**src/rtl/key_debounce_pkg.sv**
```systemverilog
// Shared types and sizing helpers for the front-panel key conditioner.
package key_debounce_pkg;

  typedef enum logic [2:0] {
    IDLE,
    PRESS_WAIT,
    HELD,
    GAP,
    RELEASE_WAIT
  } kd_state_t;

  // Counter width able to hold 0..n-1; never narrower than one bit.
  function automatic int cnt_width(input int n);
    return (n <= 2) ? 1 : $clog2(n);
  endfunction

  function automatic int rep_width(input int delay, input int period);
    return cnt_width((delay > period) ? delay : period);
  endfunction

endpackage

```
**src/rtl/key_debounce_chan.sv**
```systemverilog
// One key channel: 2-flop synchronizer, debounce/auto-repeat FSM and
// registered outputs decoded from the next state.
module key_debounce_chan
  import key_debounce_pkg::*;
#(
  parameter int DEBOUNCE_CYCLES = 500000,
  parameter int REPEAT_DELAY    = 25000000,
  parameter int REPEAT_PERIOD   = 5000000,
  parameter bit REPEAT_EN       = 1'b1
) (
  input  logic clk,
  input  logic reset_n,
  input  logic key_raw_n,
  output logic key_out,
  output logic key_level
);

  localparam int CNT_W = cnt_width(DEBOUNCE_CYCLES);
  localparam int REP_W = rep_width(REPEAT_DELAY, REPEAT_PERIOD);

  localparam logic [CNT_W-1:0] CNT_LAST    = CNT_W'(DEBOUNCE_CYCLES - 1);
  localparam logic [REP_W-1:0] DELAY_LAST  = REP_W'(REPEAT_DELAY - 1);
  localparam logic [REP_W-1:0] PERIOD_LAST = REP_W'(REPEAT_PERIOD - 1);
  localparam logic [REP_W-1:0] REP_MAX     = '1;

  logic             sync_meta;
  logic             sync;
  kd_state_t        state, state_nx;
  logic [CNT_W-1:0] cnt, cnt_nx;
  logic [REP_W-1:0] rep, rep_nx;
  logic             rep_first, rep_first_nx;
  logic [REP_W-1:0] rep_target;

  // The first repeat waits the long delay; later ones use the period.
  assign rep_target = rep_first ? DELAY_LAST : PERIOD_LAST;

  always_comb begin
    state_nx     = state;
    cnt_nx       = cnt;
    rep_nx       = rep;
    rep_first_nx = rep_first;
    unique case (state)
      IDLE: begin
        if (sync) begin
          state_nx = PRESS_WAIT;
          cnt_nx   = '0;
        end
      end
      PRESS_WAIT: begin
        if (!sync) begin
          state_nx = IDLE;
        end else if (cnt == CNT_LAST) begin
          state_nx     = HELD;
          rep_nx       = '0;
          rep_first_nx = 1'b1;
        end else begin
          cnt_nx = cnt + CNT_W'(1);
        end
      end
      HELD: begin
        if (!sync) begin
          state_nx = RELEASE_WAIT;
          cnt_nx   = '0;
        end else if (REPEAT_EN && (rep == rep_target)) begin
          state_nx     = GAP;
          rep_nx       = '0;
          rep_first_nx = 1'b0;
        end else if (rep != REP_MAX) begin
          rep_nx = rep + REP_W'(1);
        end
      end
      GAP: begin
        // The gap cycle counts toward the next period.
        rep_nx = rep + REP_W'(1);
        if (sync) begin
          state_nx = HELD;
        end else begin
          state_nx = RELEASE_WAIT;
          cnt_nx   = '0;
        end
      end
      RELEASE_WAIT: begin
        // A bounce back to pressed resumes the frozen repeat schedule.
        if (sync) begin
          state_nx = HELD;
        end else if (cnt == CNT_LAST) begin
          state_nx = IDLE;
        end else begin
          cnt_nx = cnt + CNT_W'(1);
        end
      end
      default: begin
        state_nx = IDLE;
      end
    endcase
  end

  always_ff @(posedge clk) begin
    if (!reset_n) begin
      sync_meta <= 1'b0;
      sync      <= 1'b0;
      state     <= IDLE;
      cnt       <= '0;
      rep       <= '0;
      rep_first <= 1'b1;
      key_out   <= 1'b0;
      key_level <= 1'b0;
    end else begin
      sync_meta <= ~key_raw_n;
      sync      <= sync_meta;
      state     <= state_nx;
      cnt       <= cnt_nx;
      rep       <= rep_nx;
      rep_first <= rep_first_nx;
      key_level <= (state_nx == HELD) || (state_nx == GAP) ||
                   (state_nx == RELEASE_WAIT);
      key_out   <= (state_nx == HELD) || (state_nx == RELEASE_WAIT);
    end
  end

endmodule

```
**src/rtl/key_debounce.sv**
```systemverilog
// Front-panel key conditioner: WIDTH independent debounce/auto-repeat
// channels feeding the processor PIO in_port.
module key_debounce
  import key_debounce_pkg::*;
#(
  parameter int               WIDTH           = 5,
  parameter int               DEBOUNCE_CYCLES = 500000,
  parameter int               REPEAT_DELAY    = 25000000,
  parameter int               REPEAT_PERIOD   = 5000000,
  parameter logic [WIDTH-1:0] REPEAT_MASK     = 5'b00011
) (
  input  logic             clk,
  input  logic             reset_n,
  input  logic [WIDTH-1:0] key_raw_n,
  output logic [WIDTH-1:0] key_out,
  output logic [WIDTH-1:0] key_level
);

  for (genvar i = 0; i < WIDTH; i++) begin : g_chan
    key_debounce_chan #(
      .DEBOUNCE_CYCLES (DEBOUNCE_CYCLES),
      .REPEAT_DELAY    (REPEAT_DELAY),
      .REPEAT_PERIOD   (REPEAT_PERIOD),
      .REPEAT_EN       (REPEAT_MASK[i])
    ) u_chan (
      .clk       (clk),
      .reset_n   (reset_n),
      .key_raw_n (key_raw_n[i]),
      .key_out   (key_out[i]),
      .key_level (key_level[i])
    );
  end

endmodule

```
**config.mk**
```make
export PLATFORM = sky130hd
export DESIGN_NAME = key_debounce
export DESIGN_NICKNAME = d
export VERILOG_FILES = /design/src/rtl/key_debounce_pkg.sv /design/src/rtl/key_debounce_chan.sv /design/src/rtl/key_debounce.sv
export SDC_FILE = /design/constraint.sdc
export NUM_CORES = 1
export LEC_CHECK = 0
export CAP_MARGIN = 20
export CORE_MARGIN = 1.5
export CORE_UTILIZATION = 63
export DETAILED_ROUTE_END_ITERATION = 10
export PLACE_DENSITY = 0.8
export SLEW_MARGIN = 0
export SYNTH_ARGS = -nofsm -noshare
export SYNTH_HDL_FRONTEND = slang
export SYNTH_SLANG_ARGS = --single-unit
export TNS_END_PERCENT = 20
```
**constraint.sdc**
```tcl
create_clock -name clk -period 2.7 [get_ports clk]
set_input_delay 0.405 -clock clk [delete_from_list [all_inputs] [get_ports clk]]
set_output_delay 0.405 -clock clk [all_outputs]
set_load 0.02 [all_outputs]
```
==> flow_metrics.tcl <==
set metrics [dict create \
    ys_types 77 \
    layout_common_cells "182 x dfxtp_1, 120 x nor2_1, 92 x nand2_1" \
    combPwrFrac 0.031 \
    gr-usage-all-layers 0.262 \
    area_delta_synth_final_pct 10.3 \
    hold_path_class "primary input to flop" \
    critical_path_required_ps 3060 \
    start_util 0.649 \
    p_leak_uw 0.00357 \
    clockPowerShare 0.460 \
    ys_async_sr_fraction 0 \
    hold_ws_ps 404 \
    syn_avg_cell_area_um2 8.23 \
    drive_gt1_frac 0.0893 \
    cts_root_buf "clkbuf_16" \
    arrival_ps 2880 \
    intPower_uw 4130 \
    tightest_slew_ps 992 \
    antenna_cells 0 \
    routed_wl_um 20500 \
    finalMaxSlewViolations 0 \
    switching_share 0.225 \
    use_met1 0.358 \
    cts_made_buffers 17 \
    tns_ps 0 \
    yosys_warnings 0 \
    period_share 0.934 \
    io_buffers 16 \
    synth_cells 1155 \
    use_met2 0.426 \
    place_area_um2 9890 \
    worst_slack_ps 177 \
    register_area_um2 3640 \
    pre_cts_slack_ps 187 \
    vias 8341 \
    nNetsFinal 1177 \
    yosysSeqAreaShare 0.383 \
    gp_congestion 0.860 \
    max_slew_margin 0.328 \
    initialDrtViolationCount 896 \
    clk_pin_slew_ps 70 \
    grt_pass1_wl_um 34900 \
    layout_commonest_cell "dfxtp_1" \
    seqPwrFrac 0.509 \
    route.detailed.drc 0 \
    path_class "flop to flop" \
    pin_count 17 \
    die_y_um 126 \
    cap_violations 0 \
    hold_viol_final 0 \
    synth_area_um2 9510 \
    fmax_ghz 0.396 \
    grt_overflow 0 \
    fillers 1134 \
    busiest_layer "met2" \
    drtPass1Iterations 5 \
    wl_per_cell_um 15.0 \
    path_max_fanout 21 \
    setup_viol 0 \
    status "finished clean" \
    multi_input_area_um2 5510 \
    clk_latency_ps 430 \
    h-tree-depth 4 \
    synth_edf_count 0 \
    place_hpwl_um 13700 \
    syn-num-nets 1169 \
    die_x_um 126 \
    design.core.area_um2 14600 \
    grt_pass1_vias 7481 \
    postRouteAntennaNets 0 \
    post-cts-setup-buffer-count 0 \
    die_area_um2 15800 \
    gr-usage-met3 0.0493 \
    ir_drop_v 0.000486 \
    cp-start-kind "flop" \
    fp-row-count 44 \
    crit_path_end_kind "flop" \
    cts_buffer_depth 2 \
    synthFlopType "dfxtp_1" \
    cts_sinks 182 \
    grt_start_max_net_pins 37 \
    p_switching_uw 1200 \
    viasPerCell 6.13 \
    ys_ff_latch 182 \
    antenna_found_initial 0 \
    cts_tree "done" \
    final_cell_area_um2 10500 \
    clock-skew-final_ps 7.98 \
    p_per_area_nw_per_um2 508 \
    layout_min_cycle_time_ps 2520 \
]
==> path summary, 6_finish.rpt <==
path                         startpoint                         end  slack [ps]  cells past startpoint
max             g_chan[4].u_chan.cnt[0]    g_chan[4].u_chan.cnt[13]         180                      7
min                             reset_n  g_chan[3].u_chan.sync_meta         400                      2
max reg2reg     g_chan[4].u_chan.cnt[0]    g_chan[4].u_chan.cnt[13]         180                      7
min reg2reg  g_chan[4].u_chan.sync_meta       g_chan[4].u_chan.sync         430                      1
==> critical path, cell delays in order, from the launching register on <==
cell and delay [ps]:
dfxtp_1 350, ha_1 240, and3_1 260, and3_1 220
a311o_1 420, and3_4 290, or4_1 520, a21oi_1 150
==> Yosys cell counts (11+ instances only) <==
| cell type | count | area share |
|---|---|---|
| a21oi_1 | 73 | 0.038 |
| a31oi_1 | 15 | 0.0099 |
| and2_1 | 23 | 0.015 |
| and3_1 | 32 | 0.021 |
| and4_1 | 17 | 0.016 |
| buf_4 | 11 | 0.0087 |
| clkbuf_1 | 41 | 0.016 |
| dfxtp_1 | 182 | 0.38 |
| inv_1 | 18 | 0.0071 |
| mux2i_1 | 11 | 0.012 |
| nand2_1 | 93 | 0.037 |
| nand2b_1 | 27 | 0.018 |
| nand3_1 | 74 | 0.039 |
| nand4_1 | 38 | 0.025 |
| nor2_1 | 120 | 0.047 |
| nor2b_1 | 13 | 0.0086 |
| nor3_1 | 13 | 0.0068 |
| nor4b_1 | 11 | 0.010 |
| o21ai_0 | 36 | 0.019 |
| o22ai_1 | 11 | 0.0072 |
| o31ai_1 | 12 | 0.0095 |
| or2_2 | 13 | 0.0086 |
| or3_1 | 20 | 0.013 |
| or4_1 | 16 | 0.013 |
| xnor2_1 | 50 | 0.046 |
| xor2_1 | 27 | 0.025 |
==> state kept, by name (all words and copies together), names as in the netlist <==
signal	cells
g_chan.u_chan.key_level	5
g_chan.u_chan.cnt	95
g_chan.u_chan.sync	5
g_chan.u_chan.state	15
g_chan.u_chan.rep_first	2
g_chan.u_chan.rep	50
g_chan.u_chan.key_out	5
g_chan.u_chan.sync_meta	5
==> area by class of cell <==
cell class,instances,share of cell area
flip-flops and latches,182,0.348
clock inverters,14,0.0144
clock buffers,18,0.0409
repair buffers,52,0.0430
well taps,184,0.0220
inverters,18,0.00645
multi-input cells,892,0.526
==> per-stage QoR <==
step	cells	total power, uW	util
after floorplan	1155	2880	-
after global placement	1328	2930	0.675
after detailed placement	1328	2930	0.675
after CTS	1360	5370	0.715
after global routing	1360	5510	0.716
final	1360	5330	0.716
==> power by group through the flow <==
stage | logic (uW) | registers, uW | clock network [uW]
2_1_floorplan | 114 | 2770 | 0
6_report | 165 | 2710 | 2450
3_3_place_gp | 161 | 2770 | 0
4_1_cts | 164 | 2710 | 2500
5_1_grt | 182 | 2710 | 2620
3_5_place_dp | 163 | 2770 | 0
==> timing repair <==
item / in CTS / in global routing
endpoints found under the setup margin: 0 / 8
hold buffers: 0 / 0
gates resized for setup: 0 / 3
==> routing by layer <==
layer	part of all wire	wire length [um]
met3	0.047	969
met4	0.011	221
met5	0	0
met2	0.47	9590
met1	0.47	9680
==> cells by family after synthesis <==
group / share of synthesized area
and+or+nand+nor: 0.331
AOI/OAI and AO/OA: 0.155
DFF: 0.383
buffers and inverters: 0.0391
xor gates and xnor gates: 0.0709
muxes: 0.0116
adders and majority gates: 0.00921
Power figures use the tool's default switching activity.
